--- src/rtl/sd_core_pkg.sv ---
// Register map, status bits, command codes and sequencer state encoding
// for the SD-card Avalon-MM slave core.
package sd_core_pkg;

  localparam logic [7:0] ADDR_CMD_ARG = 8'd139;
  localparam logic [7:0] ADDR_CMD     = 8'd140;
  localparam logic [7:0] ADDR_ASR     = 8'd141;

  localparam int ASR_VALID   = 0;
  localparam int ASR_PRESENT = 1;
  localparam int ASR_BUSY    = 2;
  localparam int ASR_TIMEOUT = 4;
  localparam int ASR_CRC     = 5;

  localparam logic [31:0] CMD_READ_BLOCK = 32'd17;

  localparam logic [1:0] ERR_OK           = 2'd0;
  localparam logic [1:0] ERR_NO_CARD      = 2'd1;
  localparam logic [1:0] ERR_CORE         = 2'd2;
  localparam logic [1:0] ERR_POLL_TIMEOUT = 2'd3;

  typedef enum logic [2:0] {
    S_IDLE = 3'd0,
    S_CHK  = 3'd1,
    S_ARG  = 3'd2,
    S_CMD  = 3'd3,
    S_POLL = 3'd4,
    S_BUF  = 3'd5,
    S_OUT  = 3'd6,
    S_DONE = 3'd7
  } seq_state_t;

  // SDSC cards take a byte address, SDHC cards take the block number directly.
  function automatic logic [31:0] cmd_arg(input logic [31:0] lba, input logic byte_mode);
    return byte_mode ? {lba[22:0], 9'd0} : lba;
  endfunction

endpackage

--- src/rtl/sd_avm_single_access.sv ---
// Single non-pipelined Avalon-MM access: strobes are held from i_start until the
// cycle the slave drops waitrequest; o_done/o_readdata are valid in that cycle.
module sd_avm_single_access (
  input  logic        i_clock,
  input  logic        i_reset,
  input  logic        i_start,
  input  logic        i_write,
  input  logic [7:0]  i_address,
  input  logic [31:0] i_writedata,
  output logic        o_done,
  output logic [31:0] o_readdata,
  output logic        o_avm_chip_select,
  output logic [7:0]  o_avm_address,
  output logic        o_avm_read,
  output logic        o_avm_write,
  output logic [3:0]  o_avm_byteenable,
  output logic [31:0] o_avm_writedata,
  input  logic [31:0] i_avm_readdata,
  input  logic        i_avm_waitrequest
);

  logic        r_active;
  logic        r_write;
  logic [7:0]  r_address;
  logic [31:0] r_writedata;
  logic        w_done;

  assign w_done = r_active & ~i_avm_waitrequest;

  // A new start in the completing cycle keeps the bus busy for a back-to-back access.
  always_ff @(posedge i_clock or posedge i_reset) begin
    if (i_reset) begin
      r_active    <= 1'b0;
      r_write     <= 1'b0;
      r_address   <= 8'd0;
      r_writedata <= 32'd0;
    end else if (i_start) begin
      r_active    <= 1'b1;
      r_write     <= i_write;
      r_address   <= i_address;
      r_writedata <= i_writedata;
    end else if (w_done) begin
      r_active    <= 1'b0;
    end else begin
      r_active    <= r_active;
    end
  end

  assign o_done            = w_done;
  assign o_readdata        = i_avm_readdata;
  assign o_avm_chip_select = r_active;
  assign o_avm_address     = r_address;
  assign o_avm_read        = r_active & ~r_write;
  assign o_avm_write       = r_active & r_write;
  assign o_avm_byteenable  = r_active ? 4'hF : 4'h0;
  assign o_avm_writedata   = r_writedata;

endmodule

--- src/rtl/sd_sector_read_sequencer.sv ---
// Reads one 512-byte sector per request from the SD core: status check, argument and
// READ_BLOCK command writes, busy poll, then 128 buffer reads streamed out in order.
module sd_sector_read_sequencer
  import sd_core_pkg::*;
#(
  parameter int POLL_TIMEOUT    = 1000000,
  parameter bit BYTE_ADDRESSING = 1'b1
) (
  input  logic        i_clock,
  input  logic        i_reset,
  input  logic        i_req_valid,
  input  logic [31:0] i_req_lba,
  output logic        o_req_ready,
  output logic [31:0] o_data,
  output logic        o_data_valid,
  output logic        o_data_last,
  input  logic        i_data_ready,
  output logic        o_done,
  output logic [1:0]  o_error,
  output logic        o_avm_chip_select,
  output logic [7:0]  o_avm_address,
  output logic        o_avm_read,
  output logic        o_avm_write,
  output logic [3:0]  o_avm_byteenable,
  output logic [31:0] o_avm_writedata,
  input  logic [31:0] i_avm_readdata,
  input  logic        i_avm_waitrequest
);

  localparam int            CW         = $clog2(POLL_TIMEOUT + 1);
  localparam logic [CW-1:0] POLL_LIMIT = CW'(POLL_TIMEOUT - 1);

  seq_state_t    r_state, w_state_nx;
  logic [31:0]   r_lba;
  logic [6:0]    r_k;
  logic [CW-1:0] r_poll_cnt;
  logic [1:0]    r_error;
  logic [31:0]   r_data;

  logic        w_start, w_write, w_acc_done;
  logic [7:0]  w_addr;
  logic [31:0] w_wdata, w_rdata;
  logic        w_accept, w_cnt_clr, w_k_clr, w_k_inc, w_err_load;
  logic [1:0]  w_err_code;
  logic        w_polling, w_poll_expired;

  assign w_polling      = (r_state == S_CHK) || (r_state == S_POLL);
  assign w_poll_expired = w_polling && (r_poll_cnt == POLL_LIMIT);

  sd_avm_single_access u_access (
    .i_clock           (i_clock),
    .i_reset           (i_reset),
    .i_start           (w_start),
    .i_write           (w_write),
    .i_address         (w_addr),
    .i_writedata       (w_wdata),
    .o_done            (w_acc_done),
    .o_readdata        (w_rdata),
    .o_avm_chip_select (o_avm_chip_select),
    .o_avm_address     (o_avm_address),
    .o_avm_read        (o_avm_read),
    .o_avm_write       (o_avm_write),
    .o_avm_byteenable  (o_avm_byteenable),
    .o_avm_writedata   (o_avm_writedata),
    .i_avm_readdata    (i_avm_readdata),
    .i_avm_waitrequest (i_avm_waitrequest)
  );

  // State register.
  always_ff @(posedge i_clock or posedge i_reset) begin
    if (i_reset) r_state <= S_IDLE;
    else         r_state <= w_state_nx;
  end

  // Next state; each step launches the following access in the cycle the current one completes.
  always_comb begin
    w_state_nx = r_state;
    w_start    = 1'b0;
    w_write    = 1'b0;
    w_addr     = 8'd0;
    w_wdata    = 32'd0;
    w_accept   = 1'b0;
    w_cnt_clr  = 1'b0;
    w_k_clr    = 1'b0;
    w_k_inc    = 1'b0;
    w_err_load = 1'b0;
    w_err_code = ERR_OK;
    case (r_state)
      S_IDLE: begin
        if (i_req_valid) begin
          w_accept   = 1'b1;
          w_start    = 1'b1;
          w_addr     = ADDR_ASR;
          w_state_nx = S_CHK;
        end else begin
          w_state_nx = S_IDLE;
        end
      end
      S_CHK: begin
        if (!w_acc_done) begin
          w_state_nx = S_CHK;
        end else if (w_poll_expired) begin
          w_err_load = 1'b1;
          w_err_code = ERR_POLL_TIMEOUT;
          w_state_nx = S_DONE;
        end else if (!w_rdata[ASR_PRESENT] || !w_rdata[ASR_VALID]) begin
          w_err_load = 1'b1;
          w_err_code = ERR_NO_CARD;
          w_state_nx = S_DONE;
        end else if (w_rdata[ASR_BUSY]) begin
          w_start    = 1'b1;
          w_addr     = ADDR_ASR;
          w_state_nx = S_CHK;
        end else begin
          w_cnt_clr  = 1'b1;
          w_start    = 1'b1;
          w_write    = 1'b1;
          w_addr     = ADDR_CMD_ARG;
          w_wdata    = cmd_arg(r_lba, BYTE_ADDRESSING);
          w_state_nx = S_ARG;
        end
      end
      S_ARG: begin
        if (w_acc_done) begin
          w_start    = 1'b1;
          w_write    = 1'b1;
          w_addr     = ADDR_CMD;
          w_wdata    = CMD_READ_BLOCK;
          w_state_nx = S_CMD;
        end else begin
          w_state_nx = S_ARG;
        end
      end
      S_CMD: begin
        if (w_acc_done) begin
          w_start    = 1'b1;
          w_addr     = ADDR_ASR;
          w_state_nx = S_POLL;
        end else begin
          w_state_nx = S_CMD;
        end
      end
      S_POLL: begin
        if (!w_acc_done) begin
          w_state_nx = S_POLL;
        end else if (w_poll_expired) begin
          w_err_load = 1'b1;
          w_err_code = ERR_POLL_TIMEOUT;
          w_state_nx = S_DONE;
        end else if (w_rdata[ASR_BUSY]) begin
          w_start    = 1'b1;
          w_addr     = ADDR_ASR;
          w_state_nx = S_POLL;
        end else if (w_rdata[ASR_TIMEOUT] || w_rdata[ASR_CRC]) begin
          w_err_load = 1'b1;
          w_err_code = ERR_CORE;
          w_state_nx = S_DONE;
        end else begin
          w_k_clr    = 1'b1;
          w_start    = 1'b1;
          w_addr     = 8'd0;
          w_state_nx = S_BUF;
        end
      end
      S_BUF: begin
        if (w_acc_done) w_state_nx = S_OUT;
        else            w_state_nx = S_BUF;
      end
      S_OUT: begin
        if (!i_data_ready) begin
          w_state_nx = S_OUT;
        end else if (r_k == 7'd127) begin
          w_err_load = 1'b1;
          w_err_code = ERR_OK;
          w_state_nx = S_DONE;
        end else begin
          w_k_inc    = 1'b1;
          w_start    = 1'b1;
          w_addr     = {1'b0, r_k + 7'd1};
          w_state_nx = S_BUF;
        end
      end
      S_DONE: begin
        w_state_nx = S_IDLE;
      end
      default: begin
        w_state_nx = S_IDLE;
      end
    endcase
  end

  // Request context, word index, poll counter, status code and the captured sector word.
  always_ff @(posedge i_clock or posedge i_reset) begin
    if (i_reset) begin
      r_lba      <= 32'd0;
      r_k        <= 7'd0;
      r_poll_cnt <= '0;
      r_error    <= ERR_OK;
      r_data     <= 32'd0;
    end else begin
      if (w_accept) r_lba <= i_req_lba;
      else          r_lba <= r_lba;

      if (w_k_clr)      r_k <= 7'd0;
      else if (w_k_inc) r_k <= r_k + 7'd1;
      else              r_k <= r_k;

      // Saturates at the limit so a stalled final access still reports the timeout.
      if (w_accept || w_cnt_clr)                r_poll_cnt <= '0;
      else if (w_polling && !w_poll_expired)    r_poll_cnt <= r_poll_cnt + CW'(1);
      else                                      r_poll_cnt <= r_poll_cnt;

      if (w_accept)        r_error <= ERR_OK;
      else if (w_err_load) r_error <= w_err_code;
      else                 r_error <= r_error;

      if (r_state == S_BUF && w_acc_done) r_data <= w_rdata;
      else                                r_data <= r_data;
    end
  end

  assign o_req_ready  = (r_state == S_IDLE) & ~i_reset;
  assign o_data       = r_data;
  assign o_data_valid = (r_state == S_OUT);
  assign o_data_last  = (r_state == S_OUT) && (r_k == 7'd127);
  assign o_done       = (r_state == S_DONE);
  assign o_error      = r_error;

endmodule

--- config.mk ---
export PLATFORM = sky130hd
export DESIGN_NAME = sd_sector_read_sequencer
export DESIGN_NICKNAME = d
export VERILOG_FILES = /design/src/rtl/sd_core_pkg.sv /design/src/rtl/sd_avm_single_access.sv /design/src/rtl/sd_sector_read_sequencer.sv
export SDC_FILE = /design/constraint.sdc
export NUM_CORES = 1
export LEC_CHECK = 0
export CAP_MARGIN = 20
export CORE_UTILIZATION = 45
export DETAILED_ROUTE_END_ITERATION = 8
export GPL_ROUTABILITY_DRIVEN = 1
export MAX_ROUTING_LAYER = met4
export PLACE_DENSITY = 0.73
export SLEW_MARGIN = 20
export SYNTH_ARGS = -nofsm -noshare
export SYNTH_HDL_FRONTEND = slang
export SYNTH_SLANG_ARGS = --single-unit
--- constraint.sdc ---
create_clock -name i_clock -period 9.4 [get_ports i_clock]
set_input_delay 2.35 -clock i_clock [delete_from_list [all_inputs] [get_ports i_clock]]
set_output_delay 2.35 -clock i_clock [all_outputs]
set_load 0.02 [all_outputs]
---- Word-level counts from Yosys, hierarchy flattened ----
Index checks and enable logic that the tools add are counted.
word-level totals
  register bits after elaboration ......... 129
  input bits .............................. 69
  output and inout bits ................... 85
  word-level logic and storage cells ...... 130
operators by class
  $add $sub $neg .......................... 2
  equality and inequality tests ........... 9
  muxes and demuxes ....................... 85
  bitwise logic cells ..................... 7
  reduce and logical (&&, ||, !) cells .... 17
operator list
  kind                                           count
  2-to-1 mux 32 bit                              4
  2-to-1 mux 8 bit                               9
  one-hot mux 32 bit (2 select lines)            1
  one-hot mux 8 bit (6 select lines)             1
  2-to-1 mux 20 bit                              2
  2-to-1 mux 1 bit                               36
  2-to-1 mux 2 bit                               16
  2-to-1 mux 7 bit                               4
  one-hot mux 3 bit (8 select lines)             1
  adder 20 x 1 -> 20 bit, second input constant  1
  == test 20 bit, second input constant          1
  2-to-1 mux 3 bit                               5
  == test 3 bit, second input constant           4
  nonzero test 2 bit                             4
  adder 7 x 1 -> 7 bit, second input constant    1
  == test 7 bit, second input constant           1
  == test 3 x 2 -> 1 bit, second input constant  2
  2-to-1 mux 5 bit                               1
  one-hot mux 1 bit (5 select lines)             1
  bitwise AND 1 bit                              4
  logical AND 1 bit                              4
  logical OR 1 bit                               4
  2-to-1 mux 4 bit                               1
  one-hot mux 2 bit (2 select lines)             1
  7 further kinds                                11

---- Longest topological paths before layout ----
Gate-level depths: netlist (run 1).
  depth in word-level cells ............... 8
  mapped depth ............................ 9

---- Hierarchy ----
From an unflattened synthesis (run 1), not the netlist that was laid out.
second synthesis, totals
  cell total of the unflattened synthesis .. 558
  area, all modules ....................... 6,349.8 µm²
modules (own cells, without submodules)
  module                    instances  cells each  area each (µm²)
  sd_sector_read_sequencer  1          429         4,299.1
  sd_avm_single_access      1          129         2,050.7

---- Worst setup path after synthesis (run 1) ----
OpenSTA, ideal clock, no wires.
  path type ............................... input port to output port
  start point ............................. input i_reset
  end point ............................... output o_req_ready
  data arrival time ....................... 2.977 ns
  required time ........................... 7.050 ns
  setup slack ............................. 4.073 ns
  cell stages on the path ................. 1
  path buffers ............................ 0
  path through ............................ nor4_1
on the way
  longest elaborated chain between the ends .. 2
RTL lines
  item               RTL line                         RTL
  from (decl)        sd_sector_read_sequencer.sv:10   input logic i_reset,
  inverter 1 bit     sd_sector_read_sequencer.sv:222  assign o_req_ready = (r_state == S_IDLE) & ~i_reset;
  bitwise AND 1 bit  sd_sector_read_sequencer.sv:222
  to (decl)          sd_sector_read_sequencer.sv:13   output logic o_req_ready,
Every way passes these cells.

---- Worst setup path after layout (run 1) ----
Same ends and word-level chain as after synthesis.

==> results of run 1 <==
-- logic make-up (layout without fill, tap and decap cells) --
logic type	count (synthesis)	in the layout	share of synthesized area, %
simple gates	199	199	17.87
other cells	1	7	0.06703
fa+ha+maj	2	2	0.4473
mux	38	38	7.560
buf+inv	53	180	5.457
flops	121	121	54.13
compound gates	68	68	9.640
xor+xnor	30	30	4.831
-- layer usage --
metal | wire length [um] | GRT usage, %
met3 | 591 | 5.579
met1 | 5886 | 27.34
met2 | 6375 | 33.50
met5 | 0 | -
met4 | 212 | 9.211
-- final timing paths --
kind | cells after the start | endpoint | slack (ns)
max | 3 | o_req_ready | 3.36
min | 2 | r_lba[5]$_DFFE_PP0P_ | 0.48
max reg2reg | 6 | u_access.o_avm_address[0]$_DFFE_PP0P_ | 6.57
min reg2reg | 2 | r_lba[5]$_DFFE_PP0P_ | 0.48
max in group asynchronous | 3 | r_k[6]$_DFFE_PP0P_ | 5.67
min in group asynchronous | 2 | o_data[16]$_DFFE_PP0P_ | 2.38
-- worst max-delay path, stage by stage --
cell	delay, ns
clkdlybuf4s50_1	0.46
nor4_1	0.21
clkdlybuf4s50_1	0.67
-- cells in the final DEF (no fill, tap or decap), types with 5 or more instances in the layout --
cell type,synthesis,layout
inv_1,8,7
a21oi_1,7,7
o211ai_1,5,5
and2_1,6,6
nor3_1,9,9
nor2_1,32,32
conb_1,1,7
clkbuf_16,0,17
and3_1,9,9
nand4_1,7,7
nor2_2,9,9
dfrtp_1,121,121
nand3_1,16,16
xor2_1,19,19
xnor2_1,10,10
nand2_1,84,84
o21ai_0,6,6
mux2_2,34,34
bufinv_16,0,5
a22o_1,24,24
clkdlybuf4s50_1,0,137
-- power by group through the flow --
stage | combinational, mW | clock [mW] | sequential (mW)
2_1_floorplan | 0.416 | 0 | 0.850
3_3_place_gp | 0.723 | 0 | 0.786
3_5_place_dp | 0.740 | 0 | 0.798
4_1_cts | 0.745 | 0.712 | 0.793
5_1_grt | 0.793 | 0.735 | 0.814
6_report | 0.737 | 0.703 | 0.793
-- registers in the layout, indices dropped and copies added (netlist names) --
| signal | cells |
|---|---|
| r_state | 3 |
| u_access.o_avm_address | 8 |
| r_poll_cnt | 20 |
| r_k | 7 |
| o_data | 32 |
| u_access.o_avm_chip_select | 1 |
| r_lba | 23 |
| u_access.r_write | 1 |
| u_access.o_avm_writedata | 24 |
| o_error | 2 |
-- through the flow --
step                      cells  utilization (%)  cell area [um^2]  total power, mW  hold slack (ns)
after detailed placement    782            57.67              6955            1.538           0.4631
after global routing        813            62.93              7590            2.342           0.5019
after floorplan             518                -              5617            1.267           0.4461
after global placement      782            57.67              6955            1.510           0.4580
final                       813            62.93              7590            2.233           0.4764
after CTS                   813            62.93              7590            2.249           0.4774
-- layout make-up --
class / count / area, um^2
Fill cell: 999 / 4472
Sequential cell: 121 / 3028
Multi-Input combinational cell: 344 / 2283
Timing Repair Buffer: 141 / 1401
Clock buffer: 22 / 464.2
Tap cell: 168 / 210.2
Clock inverter: 9 / 170.2
Inverter: 8 / 32.53
==> results.toml, run 1 <==
[floorplanning]
row_count = 40
core_area_mm2 = 0.01206
pin_count = 154
start_util_pct = 46.38
die_w_um = 113.5
die_h_um = 113.5
die-area_mm2 = 0.01288

[timing]
rsz0062_at_grt = "false"
setup_viol_count_final = 0
fin_ws_ns = 3.359
finalSetupTns_ns = 0
hold_violations = 0
drv_slew = 0
fmax_ghz = 0.1655
min_period_ns = 6.041
period_share_pct = 64.26
worst_pin_slew_ns = 0.9849
max-slew-margin-rel_pct = 34.18
skew_ns = 0.01019

[clock_tree]
cts_setup_buffers = 0
cts_buffer_depth = 2
path_clk_slew_ns = 0.05
cts_hold_buf = 0
cts_tree = "done"
cts_made_buffers = 17
clock_sinks = 121
cts_htree_levels = 4
clk_latency_ns = 0.42
cts-root-buf = "clkbuf_16"
cts_resized = 0

[min_path]
hp-start = "r_lba[5]$_DFFE_PP0P_"
hold_path_class = "reg -> reg"

[power_and_ir_drop]
p_sw_share_pct = 32.90
pwr-share-comb_pct = 33.0
p_per_area_mw_per_mm2 = 294.2
power_leakage_nw = 3.414
clkPwrFrac_pct = 31.5
ir_drop_mv = 0.1747
internal_power_mw = 1.498
power_switching_mw = 0.7346
power_frac_seq_pct = 35.5

[synthesis]
ys_warn_count = 0
syn_inst = 512
synth_cell_types = 63
synth_area_mm2 = 0.005594
synth_top_area_share_pct = 54.13
synth-seq-cells = 121
synth_edf_count = 0
synthMostInstantiatedCell = "dfrtp_1"
ys.flop_type = "dfrtp_1"
synth_area_leaders = "dfrtp_1 54%, mux2_2 6.8%, nand2_1 5.6%"
synthArstFlopShare_pct = 100.0
yosys.area.top_type = "dfrtp_1"
yosysSeqAreaShare_pct = 54.13
synth_common_cells = "121 x dfrtp_1, 84 x nand2_1, 34 x mux2_2"
avgSynthCellArea_um2 = 10.93

[final_layout]
final_nets = 704
diodes = 0
drive_above_1_share_pct = 13.80
area_growth_pct = 35.67

[worst_setup_path]
end_kind = "primary output"
crit_type = "in -> out"
worstPathArrival_ns = 3.69
cp-start-kind = "input port"
path_max_fanout = 2
required_ns = 7.05
critPathLaunch = "i_reset"
r2r-start = "r_state[2]$_DFF_PP0_"

[drt]
route.detailed.drc = 0
dr_total_vias = 4282
dr.pass1.iters = 4
vias_per_cell = 5.267
wl_per_cell_um = 16.07
antenna_left = 0
routed_wl_um = 13070
drtIter0Drc = 299

[global_routing]
grt_pass1_vias = 4342
antenna_found_initial = 0
grt_overflow = 0
grt_max_degree = 77
grt_usage_pct = 21.76
grt_pass1_wl_um = 21200

[placement]
gp_congestion = 0.8511
post-place-ws_ns = 3.348
dpl.hpwl_um = 8472
placement.io_buffers = 137

[outcome]
status = "finished, final reports clean"

[job]
cap_violations = 0
Power figures use the tool's default switching activity.
==> run 2, diff against run 1 <==
CORE_UTILIZATION = 44   (was 45)
PLACE_DENSITY = 0.74   (was 0.73)
clock period = 4.9 ns   (was 9.4 ns; I/O delays follow)
==> run 2 against run 1 <==
Compared with the run above:
- combinational power increased by 91%
- total power increased by 87%
- global-route usage decreased by 0.28 points
- flip-flop and latch count unchanged
- design area decreased by 0.35%
- core utilization decreased by 0.99 points
- sequential power increased by 92%
- count of clock-buffer cells in the layout decreased by 3
- first-iteration DRC count decreased by 33%
- hold slack got worse by 0.0015 ns
- critical path type unchanged
- critical endpoint unchanged
- largest cell class unchanged
- largest power group unchanged
==> results.toml, run 2 (synthesis results as in run 1) <==
[outcome]
status = "finished, final reports clean"

[timing]
fin_ws_ns = 1.133
hold_violations = 0
skew_ns = 0.006865
drv_slew = 0
worst_pin_slew_ns = 0.9515
period_share_pct = 76.88
finalSetupTns_ns = 0
rsz0062_at_grt = "false"
max-slew-margin-rel_pct = 36.41
fmax_ghz = 0.2654
hold_ws_ns = 0.4748
setup_viol_count_final = 0
min_period_ns = 3.767

[clock_tree]
path_clk_slew_ns = 0.05
clock_sinks = 121
cts_resized = 0
cts_setup_buffers = 0
clk_latency_ns = 0.42
cts_made_buffers = 17
cts_htree_levels = 4
cts_buffer_depth = 2
cts-root-buf = "clkbuf_16"
cts_tree = "done"
cts_hold_buf = 0

[job]
cap_violations = 0

[drt]
route.detailed.drc = 0
vias_per_cell = 5.234
antenna_left = 0
dr_total_vias = 4266
drtIter0Drc = 201
wl_per_cell_um = 15.78
dr.pass1.iters = 4
routed_wl_um = 12860

[floorplanning]
pin_count = 154
start_util_pct = 45.81
core_area_mm2 = 0.01221
row_count = 40
die_h_um = 114.8
die-area_mm2 = 0.01317
die_w_um = 114.8

[global_routing]
grt_max_degree = 75
grt_overflow = 0
grt_usage_pct = 21.48
antenna_found_initial = 0
met1_usage_pct = 26.48
grtUsageMet3_pct = 7.433
busiest_layer = "met2"
grt_pass1_vias = 4203
grtUsageMet2_pct = 32.69
grt_pass1_wl_um = 20870

[final_layout]
largest_register_ffs = 32
area_growth_pct = 35.20
final_nets = 706
final_common_cell = "clkdlybuf4s50_1"
diodes = 0
drive_above_1_share_pct = 14.37
final_core_util_pct = 61.94
layout_common_cells = "137 x clkdlybuf4s50_1, 121 x dfrtp_1, 84 x nand2_1"

[worst_setup_path]
end_kind = "primary output"
required_ns = 3.67
worstPathArrival_ns = 2.54
cp-start-kind = "input port"
r2r_cells = 6
path_max_fanout = 2
crit_type = "in -> out"

[placement]
placement.io_buffers = 137
gp_congestion = 0.8579
post-place-ws_ns = 1.082
dpl.hpwl_um = 8637

[power_and_ir_drop]
finalPower_mw = 4.185
power_switching_mw = 1.423
p_per_area_mw_per_mm2 = 553.3
ir_drop_mv = 0.2907
internal_power_mw = 2.763
power_leakage_nw = 3.395
p_sw_share_pct = 33.99
clkPwrFrac_pct = 30.0
power_frac_seq_pct = 36.4
pwr-share-comb_pct = 33.6

[min_path]
worstHoldPathCells = 2
hold_path_class = "reg -> reg"
## run 2: power groups by stage
stage | clock, mW | sequential, mW | combinational (mW)
after floorplan | 0 | 1.63 | 0.799
after global routing | 1.32 | 1.56 | 1.52
after detailed placement | 0 | 1.54 | 1.41
final | 1.25 | 1.52 | 1.41
after global placement | 0 | 1.51 | 1.39
after CTS | 1.27 | 1.52 | 1.42
## run 2: path summary, 6_finish.rpt
path	startpoint	end	slack, ns
min in group asynchronous	i_reset	u_access.o_avm_address[0]$_DFFE_PP0P_	1.35
min reg2reg	r_lba[6]$_DFFE_PP0P_	r_lba[6]$_DFFE_PP0P_	0.47
max reg2reg	r_state[2]$_DFF_PP0_	u_access.o_avm_writedata[29]$_DFFE_PP0P_	1.90
max	i_reset	o_req_ready	1.13
min	r_lba[6]$_DFFE_PP0P_	r_lba[6]$_DFFE_PP0P_	0.47
max in group asynchronous	i_reset	r_lba[13]$_DFFE_PP0P_	2.65
## run 2: layout make-up
class / instances / area (um^2)
sequential: 121 / 3028
tap: 168 / 210.2
multi-input combinational: 344 / 2283
timing repair buffer: 143 / 1416
inverter: 8 / 32.53
clock buffer: 19 / 442.9
clock inverter: 12 / 150.1
fill: 1014 / 4648
## run 2: stage by stage
step           std cells  instance area, um^2
2_1_floorplan        518                 5617
3_3_place_gp         784                 6970
3_5_place_dp         784                 6970
4_1_cts              815                 7564
5_1_grt              815                 7564
6_report             815                 7564
## run 2: worst max-delay path, cell delays in order
cell             delay, ns
clkdlybuf4s50_1       0.46
nor4_1                0.18
clkdlybuf4s50_1       0.68
## run 2: layer usage
layer | part of all wire [%] | routed length (um) | vias up
li1 | - | - | 2002
met1 | 43 | 5549 | 2089
met2 | 48 | 6127 | 151
met3 | 7.4 | 957 | 24
met4 | 1.8 | 226 | 0
met5 | 0 | 0 | -
